`src/rtl/cache_ctrl_pkg.sv`:
```
// Shared state encoding and width helpers for the two-way cache controller.
package cache_ctrl_pkg;

    typedef enum logic [2:0] {
        StIdle,
        StWb,
        StFill,
        StFinish,
        StErr
    } state_e;

    // Number of bits needed to address n items (n >= 1).
    function automatic int unsigned log2_ceil(input int unsigned n);
        int unsigned w;
        w = 0;
        for (int unsigned i = 0; i < 32; i++) begin
            if ((64'd1 << i) < 64'(n)) w = i + 1;
        end
        return w;
    endfunction

endpackage

```
`src/rtl/cache_victim_bits.sv`:
```
// Per-set victim-way bits: one flop per set, asynchronous reset, one read and one write port.
module cache_victim_bits
    import cache_ctrl_pkg::*;
#(
    parameter int unsigned NUM_SETS = 256,
    localparam int unsigned IDX_W   = log2_ceil(NUM_SETS)
) (
    input  logic             clk,
    input  logic             rst,
    input  logic [IDX_W-1:0] rd_idx_i,
    output logic             rd_val_o,
    input  logic             wr_en_i,
    input  logic [IDX_W-1:0] wr_idx_i,
    input  logic             wr_val_i
);

    logic [NUM_SETS-1:0] bits_q, bits_d;

    always_comb begin
        bits_d = bits_q;
        if (wr_en_i) bits_d[wr_idx_i] = wr_val_i;
    end

    always_ff @(posedge clk or posedge rst) begin
        if (rst) bits_q <= '0;
        else     bits_q <= bits_d;
    end

    assign rd_val_o = bits_q[rd_idx_i];

endmodule

```
`src/rtl/cache_ctrl_2way.sv`:
```
// Control FSM for a two-way set-associative cache: same-cycle hits, dirty victim
// writeback and a pipelined line fill whose installs overlap outstanding reads.
module cache_ctrl_2way
    import cache_ctrl_pkg::*;
#(
    parameter int unsigned NUM_WORDS = 4,
    parameter int unsigned MEM_LAT   = 2,
    parameter int unsigned NUM_SETS  = 256,
    localparam int unsigned OFF_W    = log2_ceil(NUM_WORDS),
    localparam int unsigned IDX_W    = log2_ceil(NUM_SETS)
) (
    input  logic             clk,
    input  logic             rst,
    input  logic             rd_i,
    input  logic             wr_i,
    input  logic [IDX_W-1:0] index_i,
    input  logic             hit0_i,
    input  logic             hit1_i,
    input  logic             valid0_i,
    input  logic             valid1_i,
    input  logic             dirty0_i,
    input  logic             dirty1_i,
    input  logic             cache_err_i,
    input  logic             mem_stall_i,
    input  logic             mem_err_i,
    output logic             comp_o,
    output logic             cache_wr_o,
    output logic             way_sel_o,
    output logic [OFF_W-1:0] cache_off_o,
    output logic [OFF_W-1:0] mem_off_o,
    output logic             mem_victim_o,
    output logic             mem_rd_o,
    output logic             mem_wr_o,
    output logic             done_o,
    output logic             cache_hit_o,
    output logic             err_o,
    output logic             busy_o
);

    localparam logic [OFF_W-1:0] LastOff  = OFF_W'(NUM_WORDS - 1);
    localparam logic [OFF_W:0]   IssueEnd = (OFF_W + 1)'(NUM_WORDS);

    state_e             state_q, state_d;
    logic               victim_q, victim_d;
    logic [OFF_W-1:0]   wb_cnt_q, wb_cnt_d;
    logic [OFF_W-1:0]   inst_cnt_q, inst_cnt_d;
    logic [OFF_W:0]     issue_cnt_q, issue_cnt_d;
    logic [MEM_LAT-1:0] pend_q, pend_d;

    logic single_req, hit_w0, hit_w1, hit_way;
    logic vb_rd, vb_we, vb_val;
    logic miss_vic, miss_vic_valid, miss_vic_dirty;
    logic issue, ret;

    assign single_req     = rd_i ^ wr_i;
    assign hit_w0         = hit0_i & valid0_i;
    assign hit_w1         = hit1_i & valid1_i;
    assign hit_way        = hit_w1 & ~hit_w0;

    // Prefer an empty way; only consult the victim bit when both ways hold data.
    assign miss_vic       = !valid0_i ? 1'b0 : (!valid1_i ? 1'b1 : vb_rd);
    assign miss_vic_valid = miss_vic ? valid1_i : valid0_i;
    assign miss_vic_dirty = miss_vic ? dirty1_i : dirty0_i;

    assign issue = (state_q == StFill) && (issue_cnt_q < IssueEnd) && !mem_stall_i;
    assign ret   = (state_q == StFill) && pend_q[MEM_LAT-1];

    cache_victim_bits #(
        .NUM_SETS (NUM_SETS)
    ) u_victim (
        .clk      (clk),
        .rst      (rst),
        .rd_idx_i (index_i),
        .rd_val_o (vb_rd),
        .wr_en_i  (vb_we),
        .wr_idx_i (index_i),
        .wr_val_i (vb_val)
    );

    always_comb begin
        state_d      = state_q;
        victim_d     = victim_q;
        wb_cnt_d     = '0;
        issue_cnt_d  = '0;
        inst_cnt_d   = '0;
        pend_d       = '0;
        vb_we        = 1'b0;
        vb_val       = 1'b0;
        comp_o       = 1'b0;
        cache_wr_o   = 1'b0;
        way_sel_o    = 1'b0;
        cache_off_o  = '0;
        mem_off_o    = '0;
        mem_victim_o = 1'b0;
        mem_rd_o     = 1'b0;
        mem_wr_o     = 1'b0;
        done_o       = 1'b0;
        cache_hit_o  = 1'b0;
        err_o        = 1'b0;
        busy_o       = 1'b0;

        // Outputs stay quiet for the whole reset pulse, even if requests are present.
        if (!rst) begin
            unique case (state_q)
                StIdle: begin
                    if (single_req) begin
                        comp_o     = 1'b1;
                        cache_wr_o = wr_i;
                        way_sel_o  = hit_way;
                    end
                    if ((rd_i && wr_i) || (single_req && cache_err_i)) begin
                        done_o = 1'b1;
                        err_o  = 1'b1;
                    end else if (single_req) begin
                        if (hit_w0 || hit_w1) begin
                            done_o      = 1'b1;
                            cache_hit_o = 1'b1;
                            vb_we       = 1'b1;
                            vb_val      = ~hit_way;
                        end else begin
                            victim_d = miss_vic;
                            if (miss_vic_valid && miss_vic_dirty) state_d = StWb;
                            else if (miss_vic_dirty)              state_d = StErr;
                            else                                  state_d = StFill;
                        end
                    end
                end

                StWb: begin
                    busy_o       = 1'b1;
                    mem_wr_o     = !mem_stall_i;
                    mem_victim_o = 1'b1;
                    way_sel_o    = victim_q;
                    cache_off_o  = wb_cnt_q;
                    mem_off_o    = wb_cnt_q;
                    wb_cnt_d     = wb_cnt_q;
                    if (mem_err_i) begin
                        state_d = StErr;
                    end else if (!mem_stall_i) begin
                        if (wb_cnt_q == LastOff) begin
                            wb_cnt_d = '0;
                            state_d  = StFill;
                        end else begin
                            wb_cnt_d = wb_cnt_q + OFF_W'(1);
                        end
                    end
                end

                StFill: begin
                    busy_o      = 1'b1;
                    way_sel_o   = victim_q;
                    mem_rd_o    = issue;
                    mem_off_o   = issue_cnt_q[OFF_W-1:0];
                    issue_cnt_d = issue ? issue_cnt_q + (OFF_W + 1)'(1) : issue_cnt_q;
                    inst_cnt_d  = inst_cnt_q;
                    // Each slot marks one read in flight; the oldest emerges MEM_LAT cycles later.
                    pend_d      = (pend_q << 1) | MEM_LAT'(issue);
                    if (ret) begin
                        cache_wr_o  = 1'b1;
                        cache_off_o = inst_cnt_q;
                        inst_cnt_d  = inst_cnt_q + OFF_W'(1);
                    end
                    if (mem_err_i) begin
                        state_d = StErr;
                    end else if (ret && inst_cnt_q == LastOff) begin
                        state_d = StFinish;
                    end
                end

                StFinish: begin
                    busy_o     = 1'b1;
                    comp_o     = 1'b1;
                    cache_wr_o = wr_i;
                    way_sel_o  = victim_q;
                    done_o     = 1'b1;
                    err_o      = cache_err_i;
                    vb_we      = 1'b1;
                    vb_val     = ~victim_q;
                    state_d    = StIdle;
                end

                StErr: begin
                    busy_o  = 1'b1;
                    done_o  = 1'b1;
                    err_o   = 1'b1;
                    state_d = StIdle;
                end

                default: state_d = StIdle;
            endcase
        end
    end

    always_ff @(posedge clk or posedge rst) begin
        if (rst) begin
            state_q     <= StIdle;
            victim_q    <= 1'b0;
            wb_cnt_q    <= '0;
            issue_cnt_q <= '0;
            inst_cnt_q  <= '0;
            pend_q      <= '0;
        end else begin
            state_q     <= state_d;
            victim_q    <= victim_d;
            wb_cnt_q    <= wb_cnt_d;
            issue_cnt_q <= issue_cnt_d;
            inst_cnt_q  <= inst_cnt_d;
            pend_q      <= pend_d;
        end
    end

`ifndef SYNTHESIS
    a_strobe_excl: assert property (@(posedge clk) disable iff (rst)
        !(mem_rd_o && mem_wr_o));
    a_done_quiet: assert property (@(posedge clk) disable iff (rst)
        done_o |-> (state_q != StWb && state_q != StFill));
`endif

endmodule

```
`config.mk`:
```
export PLATFORM = sky130hd
export DESIGN_NAME = cache_ctrl_2way
export DESIGN_NICKNAME = d
export VERILOG_FILES = /design/src/rtl/cache_ctrl_pkg.sv /design/src/rtl/cache_victim_bits.sv /design/src/rtl/cache_ctrl_2way.sv
export SDC_FILE = /design/constraint.sdc
export NUM_CORES = 1
export LEC_CHECK = 0
export CORE_UTILIZATION = 51
export DETAILED_ROUTE_END_ITERATION = 16
export PLACE_DENSITY = 0.76
export SYNTH_ARGS = -nofsm -noshare
export SYNTH_HDL_FRONTEND = slang
export SYNTH_SLANG_ARGS = --single-unit
export TNS_END_PERCENT = 100
```
`constraint.sdc`:
```
create_clock -name clk -period 19.88 [get_ports clk]
set_input_delay 5.964 -clock clk [delete_from_list [all_inputs] [get_ports clk]]
set_output_delay 5.964 -clock clk [all_outputs]
set_load 0.03 [all_outputs]
```
* Word-level counts from Yosys, hierarchy flattened
Cells that the tools add are included.
Word-level totals: register bits after elaboration 269, bits in latches 0, RAM bits 0, ROM bits 0, bits of input ports 21, output and inout port bits 14, logic and storage cells 132, memories kept 0
Cells by class: add/subtract/negate cells 3, multiply operators 0, divide/modulo/power cells 0, magnitude comparators 3, equal/unequal tests 16, shift operators 0, mux-type cells 74, bitwise logic cells 11, reductions and logical operators 18
Operator list (count):
- $bwmux 256 | 1
- $mux 3 | 13
- $mux 1 | 35
- $mux 2 | 13
- $ne 3x3->1 const B | 6
- $pmux 1 s2 | 5
- $lt 8x9->1 const B | 1
- $pmux 3 s3 | 1
- $bmux 1 s8 | 1
- $demux 1 s8 | 1
- $ge 8x1->1 const B | 1
- $logic_and 1x1->1 | 8
- $pmux 2 s2 | 2
- $reduce_and 7->1 | 1
- $eq 3x2->1 const B | 2
- $ne 2x2->1 const B | 3
- $not 1->1 | 6
- $pmux 1 s3 | 2
- $reduce_and 5->1 | 1
- $add 2x1->2 const B | 2
- $eq 2x2->1 const B | 2
- $reduce_or 4->1 | 1
- $add 3x1->3 const B | 1
- $and 1x1->1 | 3
- other kinds (12) | 13

* Depth between registers and ports, before layout
depth in word-level cells 11, depth in mapped cells 13, mapped depth without buffers 11

* Modules after synthesis
Synthesis repeated with hierarchy kept, for this count alone.
Unflattened totals: cell total of the unflattened synthesis 1252, area total of the unflattened synthesis 14236.2 sq um
Modules (own cells, without submodules):
- cache_victim_bits | instances 1, cells an instance 1119, area an instance 13195.2 sq um
- cache_ctrl_2way | instances 1, cells an instance 133, area an instance 1041.0 sq um

* Least setup slack after synthesis
OpenSTA, ideal clock, no wires.
path kind input-to-output, start input port rst, end output port cache_off_o[0], data arrival time 13565 ps, data required time 13916 ps, slack 351 ps, stages on the path 3, path buffers 0, cell sequence inv_1 -> nand2_1 -> a21oi_1
On the way: longest elaborated chain between the ends 1
Ends and longest elaborated chain:
- start: declaration | RTL line cache_ctrl_2way.sv:13 | input logic rst,
- $mux 2 | RTL line cache_ctrl_2way.sv:103 | if (!rst) begin
- end: declaration | RTL line cache_ctrl_2way.sv:29 | output logic [OFF_W-1:0] cache_off_o,
Every way passes these cells.

* Worst setup path after layout
start input port rst, end output port cache_off_o[1]
The elaborated chain is that of the path after synthesis.

==> results.yml <==
outcome:
  status: "complete, no violations"
yosys:
  synth_compound_area_share_pct: 16.9
  synthDistinctLibCells: 52
  synth_seq_cells: 269
  synth_simple_gate_area_share_pct: 16.7
  synthArstFlopShare_pct: 100
  synth_enable_flop_cells: 0
  netlist.area_leader.share_pct: 50.1
  yosysSeqAreaShare_pct: 50.1
  yosys.area.top_type: "dfrtp_1"
  synth_xor_area_share_pct: 0.196
  syn_area_mm2: 0.0134
  synth.area.top_cells: "dfrtp_1 (50%), nand2_1 (12%), o21ai_0 (10%)"
  syn_nets: 1469
  syn_inst: 1443
  synth_top_family_by_area: "compound AO/OA/AOI/OAI gates"
  synth_mux_area_share_pct: 12.1
  yosys_warnings: 0
  yosysMostFrequentCell: "nand2_1"
  syn_area_per_cell_um2: 9.31
  ys.flop_type: "dfrtp_1"
  synthTopCellsByCount: "nand2_1 (429), o21ai_0 (276), dfrtp_1 (269), clkbuf_1 (77), o31ai_1 (64)"
  synth_adder_area_share_pct: 0.466
route:
  drt-initial-drc-count: 1153
  routed_via_density: 6.09
  met3_length_mm: 2.57
  num_vias: 10814
  routed_wirelength_mm: 35.6
  drcViolationCount: 0
  firstDrtPassIters: 5
  wl_met1_mm: 15.1
  top_layer: "met4"
  routedWlPerCell_um: 20.0
  final_antenna_net_count: 0
  wl_met2_mm: 16.9
clock_tree:
  numClockSinks: 269
  cts_setup_buffers: 0
  insertion_delay_ps: 550
  cts_hold_buffers: 0
  cts_made_buffers: 29
  root_buffer: "clkbuf_16"
  cts.htree.levels: 1
  cts_resized: 0
  cts_max_path_buffers: 3
  clk_pin_slew_worst_paths_ps: 60
  cts_tree: "yes"
global_route:
  grt_max_degree: 130
  grt_pass1_vias: 10552
  antenna_found_initial: 0
  grt.overflow.total: 0
  grt_pass1_wl_mm: 57.9
  grt_usage_pct: 27.7
worst_hold_path:
  hp-start: "u_victim.bits_q[26]"
  min_to: "u_victim.bits_q[26]"
  min_path_type: "register to register"
  hold_path_depth: 2
worst_setup_path:
  reg2reg_to: "u_victim.bits_q[99]"
  cp.arrival_ps: 8610
  required_ps: 13920
  setup.worst_path.start_class: "primary input"
  critPathCaptureType: "output port"
  critPathKind: "primary input to output port"
  worstPathMaxFanout: 129
  r2r_cells: 9
  r2r_slack_ps: 16300
  regToRegStartpoint: "state_q[1]"
sta:
  fin_worst_skew_ps: 9.71
  tns_ps: 0
  slew_headroom_pct: 17.3
  period_minus_slack_ps: 14570
  slew_viol_final: 0
  holdWs_ps: 475
  rsz0062_at_grt: "no"
  setup_viol: 0
  worst_pin_slew_ps: 1230
  fin_crit_sh_pct: 73.3
  final_hold_viol_count: 0
  fmax_mhz: 68.6
placed_design:
  post-dp-hpwl_mm: 21.3
  portBuffers: 34
  placed_area_mm2: 0.0139
  dp.cells: 1726
  place.gp.congestion: 0.849
pwr:
  leakage_uw: 0.00609
  total_power_uw: 1240
  powerDensity_mw_per_mm2: 83.2
  vdd_drop_max_mv: 0.0809
floorplan:
  die_w_um: 164
  chipHeight_um: 164
  pin_count: 35
  coreArea_mm2: 0.0259
  rows: 59
  die_area_mm2: 0.0270
  start_util_pct: 51.8
finish:
  diodes: 0
  final_nets: 1448
  finalNonFillerCells: 1777
  fin_area_mm2: 0.0149
  drive_above_1_share_pct: 9.29
  syn_to_final_growth_pct: 10.8
job:
  drv_cap: 0
[worst max path at each step]
stage / startpoint / end / slack [ps]
5_1_grt: rst / cache_off_o[1] / 5060
3_3_place_gp: rst / way_sel_o / 5340
2_1_floorplan: rst / cache_off_o[0] / 350
6_report: rst / cache_off_o[1] / 5310
3_5_place_dp: rst / cache_off_o[1] / 5290
4_1_cts: rst / cache_off_o[1] / 5290
[metal layers]
metal | vias up | global-route usage, %
li1 | 5029 | -
met5 | - | 0
met1 | 5262 | 38.2
met3 | 85 | 4.14
met2 | 438 | 45.0
met4 | 0 | 9.30
[final cells by class]
| cell class | instances | area (um^2) |
|---|---|---|
| fillers | 2168 | 11000 |
| inverters | 9 | 41.3 |
| well taps | 335 | 419 |
| clock inverters | 6 | 80.1 |
| flip-flops and latches | 269 | 6730 |
| multi-input cells | 1060 | 6290 |
| repair buffers | 53 | 470 |
| clock buffers | 45 | 856 |
[cell usage in the layout (no fill, tap or decap), types with 9 or more instances in the layout]
master	instances
o31ai_1	64
a21oi_1	23
nor3_1	13
clkbuf_16	29
nand4_1	9
o21ai_0	276
clkbuf_1	9
dfrtp_1	269
a22oi_1	9
nand2_1	428
clkdlybuf4s50_1	31
mux2_2	9
buf_4	20
nand2b_1	11
nor2b_1	11
mux2i_1	44
nand3_1	16
nor2_1	38
mux4_2	41
[worst max-delay path, stage by stage]
cell and delay, ps:
clkdlybuf4s50_1 590, inv_8 690, nand2_1 370, a21oi_1 230, clkdlybuf4s50_1 690
[power breakdown]
part	total, uW	switching (uW)	internal (uW)
Combinational	141	99.3	41.5
Sequential	563	9.94	553
Clock	535	216	319
Total	1240	326	913
[state kept, by name, summed over array words and instances, names as in the netlist]
register / flops
inst_cnt_q: 2
state_q: 3
pend_q: 2
u_victim.bits_q: 256
issue_cnt_q: 3
wb_cnt_q: 2
victim_q: 1
[stage by stage]
step                utilization [%]  worst slack, ps
finish                         57.4             5310
global route                   57.4             5060
CTS                            57.4             5290
detailed placement             53.8             5290
global placement               53.8             5340
floorplan                         -              351
[cells by family after synthesis]
| group | after synthesis |
|---|---|
| xor gates and xnor gates | 3 |
| and+or+nand+nor | 553 |
| AOI/OAI and AO/OA | 399 |
| DFF | 269 |
| adders and majority gates | 5 |
| muxes | 100 |
| buffers and inverters | 114 |
(Power assumes the default switching activity.)
